==> config.mk <==
export PLATFORM = sky130hd
export DESIGN_NAME = ula_control_fsm
export DESIGN_NICKNAME = d
export VERILOG_FILES = /design/src/rtl/ula_control_fsm.sv
export SDC_FILE = /design/constraint.sdc
export NUM_CORES = 1
export LEC_CHECK = 0
export ABC_AREA = 1
export BUFFER_PORTS_ARGS = -buffer_cell sky130_fd_sc_hd__buf_2
export CAP_MARGIN = 30
export CORE_MARGIN = 2
export CORE_UTILIZATION = 35
export CTS_CLUSTER_SIZE = 10
export DETAILED_ROUTE_END_ITERATION = 8
export PLACE_DENSITY = 0.58
export SLEW_MARGIN = 10
export SYNTH_ARGS = -nofsm -noshare
export SYNTH_HDL_FRONTEND = slang
export SYNTH_SLANG_ARGS = --single-unit
==> constraint.sdc <==
create_clock -name i_clk -period 2.47 [get_ports i_clk]
set_clock_uncertainty 0.05 [all_clocks]
set_input_delay 0 -clock i_clk [delete_from_list [all_inputs] [get_ports i_clk]]
set_output_delay 0 -clock i_clk [all_outputs]
set_load 0.005 [all_outputs]
==> src/rtl/ula_control_fsm.sv <==
// ula_control_fsm: multicycle control unit for the ALU datapath.
// Sequences FETCH/DECODE/EXEC/MEM/WB, decodes opcode/funct into the ALU op
// and operand selects, and raises a sticky trap on illegal instructions or
// on a memory access that never completes.
// Optional build macro ULA_CTRL_PERF_EN adds o_retired_count (pc_write count).
//
// state  | meaning
// FETCH  | wait for instr_valid, load IR
// DECODE | register ALU op/selects and instruction class
// EXEC   | ALU cycle; branches resolve and update the PC here
// MEM    | hold mem_read/mem_write until mem_ready or timeout
// WB     | register write and PC+4
// TRAP   | sticky error, only reset leaves it
`timescale 1ns/1ps
module ula_control_fsm #(
  parameter int MEM_TIMEOUT = 255,
  parameter int TIMEOUT_W   = 8
) (
  input  logic       i_clk,
  input  logic       i_reset,
  input  logic       i_instr_valid,
  input  logic [5:0] i_opcode,
  input  logic [5:0] i_funct,
  input  logic       i_zero_flag,
  input  logic       i_mem_ready,
  output logic       o_ir_write,
  output logic [4:0] o_ula_op,
  output logic [1:0] o_ula_in1_sel,
  output logic       o_ula_in2_sel,
  output logic       o_reg_write,
  output logic       o_reg_dst_rd,
  output logic       o_mem_to_reg,
  output logic       o_mem_read,
  output logic       o_mem_write,
  output logic       o_pc_write,
  output logic       o_pc_src,
  output logic       o_trap,
  output logic [1:0] o_trap_cause
`ifdef ULA_CTRL_PERF_EN
  ,
  output logic [31:0] o_retired_count
`endif
);

  typedef enum logic [2:0] {S_FETCH, S_DECODE, S_EXEC, S_MEM, S_WB, S_TRAP} state_t;
  typedef enum logic [2:0] {C_ALU, C_LW, C_SW, C_BEQ, C_BNE} cls_t;

  localparam logic [TIMEOUT_W-1:0] LP_TIMEOUT = TIMEOUT_W'(MEM_TIMEOUT);
  localparam bit LP_TIMEOUT_EN = (MEM_TIMEOUT != 0);

  state_t               r_state, w_state_next;
  cls_t                 r_cls, w_dec_cls;
  logic [4:0]           r_ula_op, w_dec_op;
  logic [1:0]           r_in1_sel, w_dec_in1;
  logic                 r_in2_sel, w_dec_in2;
  logic                 r_reg_dst_rd, w_dec_rd;
  logic                 w_dec_ok;
  logic [1:0]           r_trap_cause;
  logic [TIMEOUT_W-1:0] r_wait_cnt, w_wait_inc;
  logic                 w_mem_timeout;

  assign w_wait_inc    = r_wait_cnt + 1'b1;
  assign w_mem_timeout = LP_TIMEOUT_EN && (w_wait_inc == LP_TIMEOUT);

  // Instruction decode from the live opcode/funct (stable during DECODE).
  always_comb begin
    w_dec_ok  = 1'b1;
    w_dec_op  = 5'd0;
    w_dec_in1 = 2'd0;
    w_dec_in2 = 1'b0;
    w_dec_cls = C_ALU;
    w_dec_rd  = 1'b0;
    if (i_opcode == 6'h00) begin
      w_dec_rd = 1'b1;
      case (i_funct)
        6'h00: begin w_dec_op = 5'd0; w_dec_in2 = 1'b1; end
        6'h02: begin w_dec_op = 5'd1; w_dec_in2 = 1'b1; end
        6'h03: begin w_dec_op = 5'd2; w_dec_in2 = 1'b1; end
        6'h04: w_dec_op = 5'd3;
        6'h06: w_dec_op = 5'd4;
        6'h07: w_dec_op = 5'd5;
        6'h20, 6'h21: w_dec_op = 5'd6;
        6'h22, 6'h23: w_dec_op = 5'd7;
        6'h24: w_dec_op = 5'd8;
        6'h25: w_dec_op = 5'd9;
        6'h26: w_dec_op = 5'd10;
        6'h27: w_dec_op = 5'd11;
        6'h2A: w_dec_op = 5'd12;
        6'h2B: w_dec_op = 5'd13;
        default: w_dec_ok = 1'b0;
      endcase
    end else begin
      case (i_opcode)
        6'h08, 6'h09: begin w_dec_op = 5'd6;  w_dec_in1 = 2'd1; end
        6'h0A: begin w_dec_op = 5'd12; w_dec_in1 = 2'd1; end
        6'h0B: begin w_dec_op = 5'd13; w_dec_in1 = 2'd1; end
        6'h0C: begin w_dec_op = 5'd8;  w_dec_in1 = 2'd2; end
        6'h0D: begin w_dec_op = 5'd9;  w_dec_in1 = 2'd2; end
        6'h0E: begin w_dec_op = 5'd10; w_dec_in1 = 2'd2; end
        6'h0F: begin w_dec_op = 5'd14; w_dec_in1 = 2'd2; end
        6'h23: begin w_dec_op = 5'd6;  w_dec_in1 = 2'd1; w_dec_cls = C_LW; end
        6'h2B: begin w_dec_op = 5'd6;  w_dec_in1 = 2'd1; w_dec_cls = C_SW; end
        6'h04: begin w_dec_op = 5'd7;  w_dec_cls = C_BEQ; end
        6'h05: begin w_dec_op = 5'd7;  w_dec_cls = C_BNE; end
        default: w_dec_ok = 1'b0;
      endcase
    end
  end

  // State register, decode registers, trap cause and MEM wait counter.
  always_ff @(posedge i_clk or posedge i_reset) begin
    if (i_reset) begin
      r_state      <= S_FETCH;
      r_cls        <= C_ALU;
      r_ula_op     <= 5'd0;
      r_in1_sel    <= 2'd0;
      r_in2_sel    <= 1'b0;
      r_reg_dst_rd <= 1'b0;
      r_trap_cause <= 2'd0;
      r_wait_cnt   <= '0;
    end else begin
      r_state <= w_state_next;
      if (r_state == S_DECODE) begin
        if (w_dec_ok) begin
          r_cls        <= w_dec_cls;
          r_ula_op     <= w_dec_op;
          r_in1_sel    <= w_dec_in1;
          r_in2_sel    <= w_dec_in2;
          r_reg_dst_rd <= w_dec_rd;
        end else begin
          r_trap_cause <= 2'b01;
        end
      end
      if (r_state == S_EXEC) begin
        r_wait_cnt <= '0;
      end else if (r_state == S_MEM && !i_mem_ready) begin
        r_wait_cnt <= w_wait_inc;
        if (w_mem_timeout) r_trap_cause <= 2'b10;
      end
    end
  end

  // Next state and strobes; everything held low while reset is asserted.
  always_comb begin
    w_state_next = r_state;
    o_ir_write   = 1'b0;
    o_reg_write  = 1'b0;
    o_mem_to_reg = 1'b0;
    o_mem_read   = 1'b0;
    o_mem_write  = 1'b0;
    o_pc_write   = 1'b0;
    o_pc_src     = 1'b0;
    o_trap       = 1'b0;
    if (!i_reset) begin
      case (r_state)
        S_FETCH: begin
          o_ir_write = i_instr_valid;
          if (i_instr_valid) w_state_next = S_DECODE;
        end
        S_DECODE: w_state_next = w_dec_ok ? S_EXEC : S_TRAP;
        S_EXEC: begin
          case (r_cls)
            C_LW, C_SW: w_state_next = S_MEM;
            C_BEQ: begin
              o_pc_write   = 1'b1;
              o_pc_src     = i_zero_flag;
              w_state_next = S_FETCH;
            end
            C_BNE: begin
              o_pc_write   = 1'b1;
              o_pc_src     = !i_zero_flag;
              w_state_next = S_FETCH;
            end
            default: w_state_next = S_WB;
          endcase
        end
        S_MEM: begin
          o_mem_read  = (r_cls == C_LW);
          o_mem_write = (r_cls == C_SW);
          if (i_mem_ready) begin
            if (r_cls == C_LW) begin
              w_state_next = S_WB;
            end else begin
              o_pc_write   = 1'b1;
              w_state_next = S_FETCH;
            end
          end else if (w_mem_timeout) begin
            w_state_next = S_TRAP;
          end
        end
        S_WB: begin
          o_reg_write  = 1'b1;
          o_pc_write   = 1'b1;
          o_mem_to_reg = (r_cls == C_LW);
          w_state_next = S_FETCH;
        end
        S_TRAP:  o_trap = 1'b1;
        default: w_state_next = S_FETCH;
      endcase
    end
  end

  assign o_ula_op      = r_ula_op;
  assign o_ula_in1_sel = r_in1_sel;
  assign o_ula_in2_sel = r_in2_sel;
  assign o_reg_dst_rd  = r_reg_dst_rd;
  assign o_trap_cause  = r_trap_cause;

`ifdef ULA_CTRL_PERF_EN
  logic [31:0] r_retired_count;

  // Count every PC update; wraps naturally at 32 bits.
  always_ff @(posedge i_clk or posedge i_reset) begin
    if (i_reset) r_retired_count <= 32'd0;
    else if (o_pc_write) r_retired_count <= r_retired_count + 32'd1;
  end

  assign o_retired_count = r_retired_count;
`endif

endmodule

==> impl_results.md <==
- Vias in the first global route: about 1700
- Final worst path period need: roughly 1.8 ns
- CTS tree: done
- Fmax: ~570 MHz
- NumNets Final: ~310
- Area of the placeable core: 5070 um2
- Overall fraction of global-route tracks in use: approximately 15%
- Share of synthesized area occupied by flip-flops and latches: between 30% and 40%
- Setup Total Neg Slack: 0 ns
- Signal arrival time at the worst endpoint: about 1.9 ns
- Startpoint type of the worst setup path: register
- Die extent in y: 76.2 um
- Floorplan die area: ~5800 um2
- Count of non-filler cells in the finished layout: between 300 and 400
- Post-CTS setup buffer count: 0
- Worst stage delay on the critical path: a little over 0.5 ns
- Number of enable-type register cells in the synthesized netlist: 0
- Insertion delay to the later sink of the worst-skew pair: ~0.27 ns
- Synth Warn #: 0
- Proportion of layout cells with a drive suffix above 1: between 20% and 30%
- Number of cell instances on the worst register-to-register path: 5
- Endpoint of the lowest-slack register-to-register path: r_cls[2]$_DFFE_PP0P_
- Vias: ~1800
- Crit path cell chain: nor3_1 -> nand3_4 -> inv_2 -> nand2_1 -> o21ai_1
- Fraction of met3 tracks used by global routing: ~3.3%
- Clock transition at path regs: around 0.09 ns
- Busiest layer in global routing: met2
- Die Wd: between 70 and 80 um
- Post-route worst hold slack: roughly 0.0062 ns
- Proportion of register bits with asynchronous set or reset after synthesis: 100%
- Detailed-route DRC error count: 0
- Worst vdd ir: 0.000288 V
- Maximum number of pins on one net before global-route repair: 26
- Met1 routing resource usage after global routing: between 10% and 20%
- Slew Limit Fails: 0
- Worst setup startpoint: r_state[2]$_DFFE_PP0P_
- Placed cell count: about 360
- Worst-case register-to-register setup slack: a little over 0.7 ns
- Type of the setup path with the least slack: reg -> reg
- Setup-failing EPs final: 0
- Utilization of the core after routing: between 40% and 50%
- Std cell rows: 26
- Master of the slowest instance on the critical path: sky130_fd_sc_hd__nor3_1
- Drt wl/cell: approximately 11 um
- Worst Hold Endpoint: r_wait_cnt[2]$_DFFE_PP0P_
- Maximum net fanout on the critical path: 15
- Post-synthesis instance area: roughly 1800 um2
- Outcome: finished, final reports clean
- Number of distinct standard cells referenced by the synthesized netlist: 36
- Cell type with the highest aggregate area in the netlist: sky130_fd_sc_hd__dfrtp_1
- Wire length of the first global-routing pass: roughly 7000 um
- Number of endpoints with negative hold slack in the final report: 0
- Maximum buffer depth of the clock tree: 2
- Layout area overhead: 15.7%
- Cell types occupying the most area after synthesis: sky130_fd_sc_hd__dfrtp_1 (33%), sky130_fd_sc_hd__nand2_1 (13%), sky130_fd_sc_hd__nand3_1 (7.4%)
- WHS Path Cells: 4
- Max-slew headroom at the worst pin: ~64%
- Per-cell via count in the routed design: 4.81
- Overall overflow remaining after global route: 0
- Antenna violations before repair: 0
- Worst Path Buf+Inv: 1
- Number of nets produced by synthesis: 278
- Slew of the pin with the lowest slew margin: roughly 0.54 ns
- Cell count after synthesis: 259
- Final critical-path share of the clock period: between 70% and 80%
- Unrepaired setup endpoints after global routing: no
- Final antenna-violating net count: 0
- Max H-tree Level: 1
- Root buffer cell: sky130_fd_sc_hd__clkbuf_8
- Top delay family on crit path: simple AND/OR/NAND/NOR gates
- Sort of element at the end of the critical path: register
- CTS Sinks: 24
- HPWL reported at the end of detailed placement: roughly 3100 um
- Number of max-capacitance violations reported: 0
- Global routing met2 resource utilization: roughly 26%
- Synth Register Bits: 24
- Filler Cells Inserted: roughly 560
- Worst r2r src: r_state[2]$_DFFE_PP0P_
- Area fraction of the dominant cell type after synthesis: about a third
- Length of the first detailed-routing pass in iterations: 4
- Ys flop type: sky130_fd_sc_hd__dfrtp_1
- Initial cell density of the core: a little over a third
- Ports placed on the boundary: 36
- Drt initial violations: 62
- Count of antenna diodes in the layout: 0
- Power density of the placed cells: roughly 700 nW/um2
- Required time worst endpoint: roughly 2.6 ns
- Synthesized area per cell: between 7 and 8 um2
- Port Buffers: 34
- Leakage power summed over all cells: approximately 0.0011 uW
- Critical hold path startpoint: i_mem_ready
- Class of the tightest hold or removal check: in -> reg
- Inserted Clock Buffers: 3
- Final wirelength: between 4000 and 5000 um
- Most numerous cell types in the synthesized netlist: sky130_fd_sc_hd__nand2_1 (65), sky130_fd_sc_hd__inv_1 (32), sky130_fd_sc_hd__nand3_1 (27)
- Library cell with the highest instance count after synthesis: sky130_fd_sc_hd__nand2_1
- Routability Congestion: around 0.85
==> cells in the final DEF, fill, tap and decap left out, types with 2 or more instances in the layout <==
master,synthesis,routed
sky130_fd_sc_hd__nand3_1,27,27
sky130_fd_sc_hd__o21ai_0,9,9
sky130_fd_sc_hd__nand2_1,65,65
sky130_fd_sc_hd__dfrtp_1,24,24
sky130_fd_sc_hd__nand2_2,8,8
sky130_fd_sc_hd__nor2_2,10,10
sky130_fd_sc_hd__inv_1,32,32
sky130_fd_sc_hd__nand4_1,4,4
sky130_fd_sc_hd__nor3_1,7,7
sky130_fd_sc_hd__clkbuf_8,0,4
sky130_fd_sc_hd__nand3_2,3,3
sky130_fd_sc_hd__o21ai_1,6,6
sky130_fd_sc_hd__nand3_4,2,2
sky130_fd_sc_hd__a21oi_1,5,5
sky130_fd_sc_hd__nor2_1,17,17
sky130_fd_sc_hd__a21oi_2,2,2
sky130_fd_sc_hd__xor2_1,2,2
sky130_fd_sc_hd__o21ai_2,5,5
sky130_fd_sc_hd__a31oi_1,3,3
sky130_fd_sc_hd__nor2_4,2,2
sky130_fd_sc_hd__nor4_1,2,2
sky130_fd_sc_hd__o22ai_1,3,3
sky130_fd_sc_hd__buf_2,1,34
sky130_fd_sc_hd__inv_2,5,5
sky130_fd_sc_hd__ha_1,2,2
==> logic make-up (layout without fill, tap and decap cells) <==
kind of cell,after synthesis,count (layout),synth area share (%)
and+or+nand+nor,150,150,41.3
buffers and inverters,42,77,10.0
AOI/OAI and AO/OA,38,38,13.2
DFF,24,24,32.9
adders and majority gates,2,2,1.37
xor gates and xnor gates,2,2,0.961
other,1,1,0.206
==> per-layer routing <==
metal | vias to the layer above | part of all wire [%]
li1 | 924 | -
met1 | 783 | 46
met2 | 36 | 48
met3 | 8 | 3.1
met4 | 0 | 2.0
met5 | - | 0
==> flip-flops by register name, indices dropped and copies added (netlist names) <==
register / flops
o_reg_dst_rd: 1
r_cls: 3
o_ula_in1_sel: 2
o_trap_cause: 2
o_ula_in2_sel: 1
r_wait_cnt: 8
o_ula_op: 4
r_state: 3
==> worst register-to-register path: cells and delay by family, from the launching register on <==
family,cells,cell delay [ns]
compound gates,1,0.08
buf+inv,1,0.22
flops,1,0.47
simple gates,3,0.88
==> worst max path at each step <==
stage	endpoint	slack, ns	cells after the start
finish	r_cls[2]$_DFFE_PP0P_	0.71	5
global route	o_pc_src	0.52	4
CTS	r_cls[2]$_DFFE_PP0P_	0.68	5
detailed placement	r_cls[2]$_DFFE_PP0P_	0.71	5
global placement	r_cls[2]$_DFFE_PP0P_	0.72	5
floorplan	r_state[2]$_DFFE_PP0P_	0.96	9
==> where the power goes <==
group	switching [uW]	leakage [uW]	total, uW	internal, uW
registers	108	0.000320	615	507
logic	356	0.000710	559	203
clock network	133	0.0000288	276	143
==> area by class of cell <==
class | instances | area [um2] | area share (%)
multi-input cells | 193 | 1040 | 49.3
inverters | 37 | 139 | 6.58
flip-flops and latches | 24 | 601 | 28.5
repair buffers | 36 | 188 | 8.90
clock buffers | 4 | 55.1 | 2.61
well taps | 70 | 87.6 | 4.15
==> metrics by stage <==
| stage | cell area, um2 | worst slack (ns) | power (uW) |
|---|---|---|---|
| 4_1_cts | 2110 | 0.680 | 1460 |
| 6_report | 2110 | 0.708 | 1450 |
| 3_3_place_gp | 2040 | 0.719 | 1180 |
| 2_1_floorplan | 1820 | 0.959 | 1020 |
| 3_5_place_dp | 2040 | 0.714 | 1180 |
| 5_1_grt | 2110 | 0.523 | 1590 |
==> repair_timing <==
action / in CTS / in global routing
hold endpoints to repair: 24 / 0
resized for setup: 0 / 0
hold buffers: 1 / 0
No activity file was read; power rests on OpenSTA's default activity.
